==> src/rtl/maze_follower_pkg.sv <==
// Shared definitions for the wall-following maze solver.
// Contents:
//   dir_e       - heading encoding UP=0, LEFT=1, DOWN=2, RIGHT=3
//                 (+1 is a counter-clockwise turn)
//   state_e     - controller states IDLE, MARK, PROBE, CHECK, DONE, FAIL
//   turn_toward - rotate a heading one step toward the followed hand
//   turn_away   - rotate a heading one step away from the followed hand
package maze_follower_pkg;

  typedef enum logic [1:0] {
    UP    = 2'd0,
    LEFT  = 2'd1,
    DOWN  = 2'd2,
    RIGHT = 2'd3
  } dir_e;

  typedef enum logic [2:0] {
    IDLE  = 3'd0,
    MARK  = 3'd1,
    PROBE = 3'd2,
    CHECK = 3'd3,
    DONE  = 3'd4,
    FAIL  = 3'd5
  } state_e;

  localparam logic HAND_RIGHT = 1'b0;
  localparam logic HAND_LEFT  = 1'b1;

  // Right hand: a right turn is clockwise (-1); left hand: counter-clockwise (+1).
  function automatic dir_e turn_toward(input dir_e d, input logic hand);
    return (hand == HAND_LEFT) ? dir_e'(d + 2'd1) : dir_e'(d - 2'd1);
  endfunction

  function automatic dir_e turn_away(input dir_e d, input logic hand);
    return (hand == HAND_LEFT) ? dir_e'(d - 2'd1) : dir_e'(d + 2'd1);
  endfunction

endpackage

==> src/rtl/maze_step_calc.sv <==
// Neighbour coordinate calculator (purely combinational).
// Ports:
//   row_i, col_i   - current cell
//   dir_i          - direction to look (dir_e encoding)
//   nrow_o, ncol_o - neighbour cell in that direction (wraps when out of range)
//   oob_o          - neighbour lies outside 0..MAZE_SIZE-1
module maze_step_calc
  import maze_follower_pkg::*;
#(
  parameter int MAZE_WIDTH = 6,
  parameter int MAZE_SIZE  = 64
) (
  input  logic [MAZE_WIDTH-1:0] row_i,
  input  logic [MAZE_WIDTH-1:0] col_i,
  input  logic [1:0]            dir_i,
  output logic [MAZE_WIDTH-1:0] nrow_o,
  output logic [MAZE_WIDTH-1:0] ncol_o,
  output logic                  oob_o
);

  localparam logic [MAZE_WIDTH-1:0] LAST = MAZE_WIDTH'(MAZE_SIZE - 1);
  localparam logic [MAZE_WIDTH-1:0] ONE  = MAZE_WIDTH'(1);

  always_comb begin
    nrow_o = row_i;
    ncol_o = col_i;
    oob_o  = 1'b0;
    case (dir_e'(dir_i))
      UP: begin
        nrow_o = row_i - ONE;
        oob_o  = (row_i == '0);
      end
      DOWN: begin
        nrow_o = row_i + ONE;
        oob_o  = (row_i >= LAST);
      end
      LEFT: begin
        ncol_o = col_i - ONE;
        oob_o  = (col_i == '0);
      end
      RIGHT: begin
        ncol_o = col_i + ONE;
        oob_o  = (col_i >= LAST);
      end
      default: ;
    endcase
  end

endmodule

==> src/rtl/maze_follower.sv <==
// Wall-following maze solver driving an external 1-bit maze memory.
// Ports:
//   clk, rst                   - clock, synchronous active-high reset
//   start, hand                - run request; 0 = right-hand rule, 1 = left-hand
//   starting_row, starting_col - start cell, sampled on an accepted start
//   maze_in                    - wall bit, valid the cycle after maze_oe
//   row, col, maze_oe, maze_we - memory address, read enable, visit-mark write
//   done, fail, step_count     - exit found, search aborted, completed moves
// All outputs come straight from registers.
module maze_follower
  import maze_follower_pkg::*;
#(
  parameter int MAZE_WIDTH = 6,
  parameter int MAZE_SIZE  = 64,
  parameter int STEP_W     = 16,
  parameter int MAX_STEPS  = 4096
) (
  input  logic                  clk,
  input  logic                  rst,
  input  logic                  start,
  input  logic                  hand,
  input  logic [MAZE_WIDTH-1:0] starting_row,
  input  logic [MAZE_WIDTH-1:0] starting_col,
  input  logic                  maze_in,
  output logic [MAZE_WIDTH-1:0] row,
  output logic [MAZE_WIDTH-1:0] col,
  output logic                  maze_oe,
  output logic                  maze_we,
  output logic                  done,
  output logic                  fail,
  output logic [STEP_W-1:0]     step_count
);

  localparam logic [MAZE_WIDTH-1:0] LAST     = MAZE_WIDTH'(MAZE_SIZE - 1);
  localparam logic [STEP_W-1:0]     MAX_S    = STEP_W'(MAX_STEPS);
  localparam logic [STEP_W-1:0]     STEP_ONE = STEP_W'(1);

  state_e                  state_q, state_d;
  logic [MAZE_WIDTH-1:0]   row_q, row_d, col_q, col_d;
  logic                    oe_q, oe_d, we_q, we_d, done_q, done_d, fail_q, fail_d;
  logic [STEP_W-1:0]       step_q, step_d;
  logic [2:0]              walls_q, walls_d;
  dir_e                    heading_q, heading_d, pdir_q, pdir_d;
  logic                    hand_q, hand_d, probe_oob_q, probe_oob_d;
  logic [MAZE_WIDTH-1:0]   cur_row_q, cur_row_d, cur_col_q, cur_col_d;

  dir_e                    calc_dir;
  logic [MAZE_WIDTH-1:0]   nb_row, nb_col;
  logic                    nb_oob, wall, at_exit;

  // The next probe address is computed one cycle early so it can be registered:
  // from MARK the first probe turns toward the hand, from CHECK a wall rotates away.
  always_comb begin
    calc_dir = pdir_q;
    if (state_q == MARK)       calc_dir = turn_toward(heading_q, hand_q);
    else if (state_q == CHECK) calc_dir = turn_away(pdir_q, hand_q);
  end

  maze_step_calc #(
    .MAZE_WIDTH (MAZE_WIDTH),
    .MAZE_SIZE  (MAZE_SIZE)
  ) u_step (
    .row_i  (cur_row_q),
    .col_i  (cur_col_q),
    .dir_i  (calc_dir),
    .nrow_o (nb_row),
    .ncol_o (nb_col),
    .oob_o  (nb_oob)
  );

  // Out-of-range neighbours were never read; they count as walls.
  assign wall    = probe_oob_q | maze_in;
  assign at_exit = (cur_row_q == '0) || (cur_row_q == LAST) ||
                   (cur_col_q == '0) || (cur_col_q == LAST);

  always_ff @(posedge clk) begin
    if (rst) begin
      state_q   <= IDLE;
      row_q     <= '0;
      col_q     <= '0;
      oe_q      <= 1'b0;
      we_q      <= 1'b0;
      done_q    <= 1'b0;
      fail_q    <= 1'b0;
      step_q    <= '0;
      walls_q   <= '0;
      heading_q <= DOWN;
    end else begin
      state_q   <= state_d;
      row_q     <= row_d;
      col_q     <= col_d;
      oe_q      <= oe_d;
      we_q      <= we_d;
      done_q    <= done_d;
      fail_q    <= fail_d;
      step_q    <= step_d;
      walls_q   <= walls_d;
      heading_q <= heading_d;
    end
  end

  always_ff @(posedge clk) begin
    cur_row_q   <= cur_row_d;
    cur_col_q   <= cur_col_d;
    pdir_q      <= pdir_d;
    hand_q      <= hand_d;
    probe_oob_q <= probe_oob_d;
  end

  always_comb begin
    state_d = state_q;
    case (state_q)
      IDLE, DONE, FAIL: if (start) state_d = MARK;
      // MARK also writes each newly entered cell; the start cell (no moves yet)
      // never counts as an exit.
      MARK: begin
        if (step_q == '0)      state_d = PROBE;
        else if (at_exit)      state_d = DONE;
        else if (step_q >= MAX_S) state_d = FAIL;
        else                   state_d = PROBE;
      end
      PROBE: state_d = CHECK;
      CHECK: begin
        if (!wall)                 state_d = MARK;
        else if (walls_q == 3'd3)  state_d = FAIL;
        else                       state_d = PROBE;
      end
      default: state_d = IDLE;
    endcase
  end

  always_comb begin
    row_d       = row_q;
    col_d       = col_q;
    oe_d        = 1'b0;
    we_d        = 1'b0;
    done_d      = done_q;
    fail_d      = fail_q;
    step_d      = step_q;
    walls_d     = walls_q;
    heading_d   = heading_q;
    pdir_d      = pdir_q;
    hand_d      = hand_q;
    probe_oob_d = probe_oob_q;
    cur_row_d   = cur_row_q;
    cur_col_d   = cur_col_q;
    case (state_q)
      IDLE, DONE, FAIL: begin
        if (start) begin
          cur_row_d = starting_row;
          cur_col_d = starting_col;
          hand_d    = hand;
          heading_d = DOWN;
          step_d    = '0;
          walls_d   = '0;
          done_d    = 1'b0;
          fail_d    = 1'b0;
          row_d     = starting_row;
          col_d     = starting_col;
          we_d      = 1'b1;
        end
      end
      CHECK: begin
        if (wall) begin
          walls_d = walls_q + 3'd1;
        end else begin
          // row_q/col_q still hold the probed cell, which becomes the new position.
          cur_row_d = row_q;
          cur_col_d = col_q;
          heading_d = pdir_q;
          step_d    = (step_q == '1) ? step_q : step_q + STEP_ONE;
          walls_d   = '0;
          we_d      = 1'b1;
        end
      end
      default: ;
    endcase
    if (state_d == PROBE) begin
      pdir_d      = calc_dir;
      row_d       = nb_row;
      col_d       = nb_col;
      oe_d        = ~nb_oob;
      probe_oob_d = nb_oob;
    end
    if (state_d == DONE && state_q != DONE) done_d = 1'b1;
    if (state_d == FAIL && state_q != FAIL) begin
      fail_d = 1'b1;
      row_d  = cur_row_q;
      col_d  = cur_col_q;
    end
  end

  assign row        = row_q;
  assign col        = col_q;
  assign maze_oe    = oe_q;
  assign maze_we    = we_q;
  assign done       = done_q;
  assign fail       = fail_q;
  assign step_count = step_q;

endmodule

==> config.mk <==
export PLATFORM = sky130hd
export DESIGN_NAME = maze_follower
export DESIGN_NICKNAME = d
export VERILOG_FILES = /design/src/rtl/maze_follower_pkg.sv /design/src/rtl/maze_step_calc.sv /design/src/rtl/maze_follower.sv
export SDC_FILE = /design/constraint.sdc
export NUM_CORES = 1
export LEC_CHECK = 0
export ABC_AREA = 1
export ABC_CLOCK_PERIOD_IN_PS = 3300
export CAP_MARGIN = 30
export CORE_MARGIN = 2
export CORE_UTILIZATION = 34
export CTS_BUF_LIST = sky130_fd_sc_hd__clkbuf_4
export CTS_CLUSTER_DIAMETER = 100
export DETAILED_ROUTE_END_ITERATION = 7
export PLACE_DENSITY = 0.53
export SYNTH_ARGS = -nofsm -noshare
export SYNTH_HDL_FRONTEND = slang
export SYNTH_SLANG_ARGS = --single-unit
==> constraint.sdc <==
create_clock -name clk -period 3.3 [get_ports clk]
set_input_delay 0.66 -clock clk [delete_from_list [all_inputs] [get_ports clk]]
set_output_delay 0.66 -clock clk [all_outputs]
set_load 0.01 [all_outputs]
==> metrics.txt <==
number of buffers inserted by port buffering 48; critical path start-end classification register to register; top-level I/O count 49; biggest cell delay along the critical path approximately 460 ps; sequential-to-total area share from yosys stat 35.29%; synthesis warning total 0; synthesized area divided by synthesized cell count just under 7 um^2; mapped cell area 0.003631 mm^2; total track usage about 17%; leading cell types by total area after synthesis sky130_fd_sc_hd__dfxtp_1 22%, sky130_fd_sc_hd__nand2_1 14%, sky130_fd_sc_hd__edfxtp_1 13%; main combinational cell family by area after synthesis simple AND/OR/NAND/NOR gates; number of global-route vias before repair roughly 3,300; final count of negative-setup-slack endpoints 0; die area between 0.01 and 0.015 mm^2; count of filler cells inserted in the layout about 1,100; met1 Use GR about 25%; Final WS setup between 400 and 500 ps; final hold violations 0; RSZ-0062 raised after global routing no; final slew viol count 0; switching power total 740.1 uW; width of the die ~110 um; number of register bits inferred by synthesis 56; Critical Path RT around 3600 ps; element type at the critical path start register; Max rail drop VDD 249.1 uV; cts bufs inserted 5; ranking of synthesized cells by instance count 135 x sky130_fd_sc_hd__nand2_1, 75 x sky130_fd_sc_hd__inv_1, 54 x sky130_fd_sc_hd__nor2_1; Vias between 3,000 and 4,000; multiplexer share of the synthesized area 0%; area grow syn2layout 19.26%; GRT busiest layer met2; initial antenna violation count 0; grt met3 use 2.663%; Synth Net Count 562; maximum net fanout on the critical path 29; placement row count 37; kind of end point of the critical path register; wire length of the first global-routing pass approximately 16 mm; dominant cell type by area after synthesis sky130_fd_sc_hd__dfxtp_1; arrival time at the worst endpoint 3170 ps; placed wire-length estimate 7.101 mm; number of enable-type register cells in the synthesized netlist 16; post-route clock skew about 11 ps; clock insertion delay at the later pin of the skew report 390 ps; CTS H-tree lvls 2; final RePlAce weighted congestion between 0.8 and 0.9; share of cells above drive strength 1 a little under a tenth; Cells after Synth 530; remaining routing DRC violations 0; shortest period the worst path allows ~2900 ps; Diodes inserted 0; aggregate negative setup slack 0 ps; worst slack at placement ~350 ps; initial detailed-routing violation count between 200 and 250; y dimension of the die roughly 110 um; clock root buffer sky130_fd_sc_hd__clkbuf_4; slew at the pin with the worst max-slew slack about 400 ps; # hold bufs at CTS 0; fraction of power spent switching nets a little under two fifths; share of the cycle needed by the critical path after routing a little under 90%; Routed WL per cell approximately 13 um; path class of the lowest-slack min-delay path register to register; cell with the most instances after synthesis sky130_fd_sc_hd__nand2_1; Clock Pin Slew Worst Setup and Hold Paths around 170 ps; relative contribution of combinational cells to total power a little under two fifths; effective utilization at floorplan a little over a third; hold-critical path depth 2; fraction of synthesis flops using an asynchronous set or reset pin 0%; library cell contributing the largest single delay on the critical path sky130_fd_sc_hd__fa_1; share of synthesized cell area in full adder, half adder and majority cells around 5.6%; normalized max-slew margin 72.99%; Post-DRT Antenna Nets 0; nets@finish roughly 610; proportion of netlist area held by the largest area contributor approximately 22%; cell-by-cell trace of the critical path nand2_1 > nor2_2 > buf_4 > nand2_1 > nand2_1 > nand3_2 > nand2_2 > nand2_1 > fa_1 > a21oi_1 > nor2_1 > nor2_1 > xor2_1 > o21ai_0 > nand2_1 > o21ai_0 > nor2_1 > nor2_1; maximum number of pins on one net before global-route repair 30; clock tree from TritonCTS done; outcome completed; Reg2Reg Depth 18; Internal Dissipation 1226 uW; total power divided by cell area ~450 mW/mm^2; Post-synth top flop sky130_fd_sc_hd__dfxtp_1; router iterations before antenna repair 6; Max Buffers Root-to-Sink 2; post-DR vias/cell approximately 4.8; global routing usage on met2 27.40%; simple-gate area share of the yosys netlist about a third; Final Routed Wirelength a little under 10 mm; count of clock tree sinks between 50 and 60; CTS resizes 0; Max Freq roughly 0.35 GHz; core region area between 0.01 and 0.015 mm^2; sequential group share of total power a little over two fifths; number of distinct library cells after synthesis 37; Clk network pwr share around 20%; P_leak 0.001898 uW; post-synthesis compound-gate area fraction between 10% and 20%; # Post-CTS Setup Buffers 0; cell seen most often among critical-path stages sky130_fd_sc_hd__nand2_1; number of maximum-capacitance violations 0; parity-gate share of the synthesized area counting xor and xnor cells ~2.9%; grt total ovfl 0
flip-flops by register name, summed over array words and instances, names as in the netlist, 2 cells and up:
| name | cells |
|---|---|
| row | 6 |
| col | 6 |
| heading_q | 2 |
| state_q | 3 |
| cur_col_q | 6 |
| cur_row_q | 6 |
| walls_q | 3 |
| step_count | 16 |
| pdir_q | 2 |
stage by stage:
stage | total power [uW] | util (%) | hold WS (ps) | area (um^2) | cells
after global placement | 1580 | 40.99 | 448.2 | 4250 | 708
after floorplan | 1364 | - | 428.5 | 3631 | 530
after detailed placement | 1586 | 40.99 | 461.3 | 4250 | 708
after global routing | 2122 | 41.76 | 508.3 | 4330 | 716
after CTS | 1986 | 41.76 | 484.1 | 4330 | 716
final | 1966 | 41.76 | 476.7 | 4330 | 716
power by group through the flow:
stage / logic [uW] / registers (uW) / clock network, uW
4_1_cts: 732 / 843 / 411
3_5_place_dp: 729 / 857 / 0
2_1_floorplan: 508 / 855 / 0
6_report: 729 / 843 / 393
5_1_grt: 839 / 851 / 433
3_3_place_gp: 721 / 858 / 0
cell families (layout without fill, tap and decap cells):
kind of cell             Yosys count  in the layout
adder cells (fa/ha/maj)           15             15
AND/OR/NAND/NOR                  274            274
buffers and inverters             93            143
AO/OA/AOI/OAI                     80             80
flip-flops                        56             56
XOR/XNOR                          12             12
per-layer routing:
layer / share of wire, % / vias up
met4: 0.51 / 0
met5: 0 / -
met2: 45 / 97
met1: 50 / 1579
met3: 4.8 / 4
li1: - / 1783
cell type report:
class | count | area (um^2) | share of cell area (%)
clock buffers | 5 | 37.54 | 0.8668
clock inverters | 3 | 42.54 | 0.9824
inverters | 81 | 309.0 | 7.137
multi-input cells | 381 | 1964 | 45.36
flip-flops and latches | 56 | 1281 | 29.59
well taps | 136 | 170.2 | 3.929
repair buffers | 54 | 525.5 | 12.14
critical path, delay by kind of cell (launching register included):
| family | cells | cell delay (ps) |
|---|---|---|
| AOI/OAI and AO/OA | 3 | 300 |
| xor gates and xnor gates | 1 | 170 |
| adders and majority gates | 1 | 460 |
| buffers and inverters | 1 | 310 |
| DFF | 1 | 430 |
| and+or+nand+nor | 12 | 1110 |
worst paths after layout:
path / endpoint / slack (ps) / start
max reg2reg: row[4] / 440 / state_q[1]
max: row[4] / 440 / state_q[1]
min: walls_q[2] / 480 / walls_q[2]
min reg2reg: walls_q[2] / 480 / walls_q[2]
placed cells by master, fill, tap and decap left out, drive strengths merged, types with 3 or more instances in the layout:
master,Yosys,final
nand2,148,148
or2,4,4
nor2,64,64
nand4,5,5
clkdlybuf4s50,0,48
dfxtp,40,40
xnor2,3,3
o21ai,35,35
xor2,9,9
buf,9,6
nor3,10,10
nand3,42,42
edfxtp,16,16
inv,81,81
clkbuf,3,5
a21oi,35,35
ha,13,13
Power figures use the tool's default switching activity.
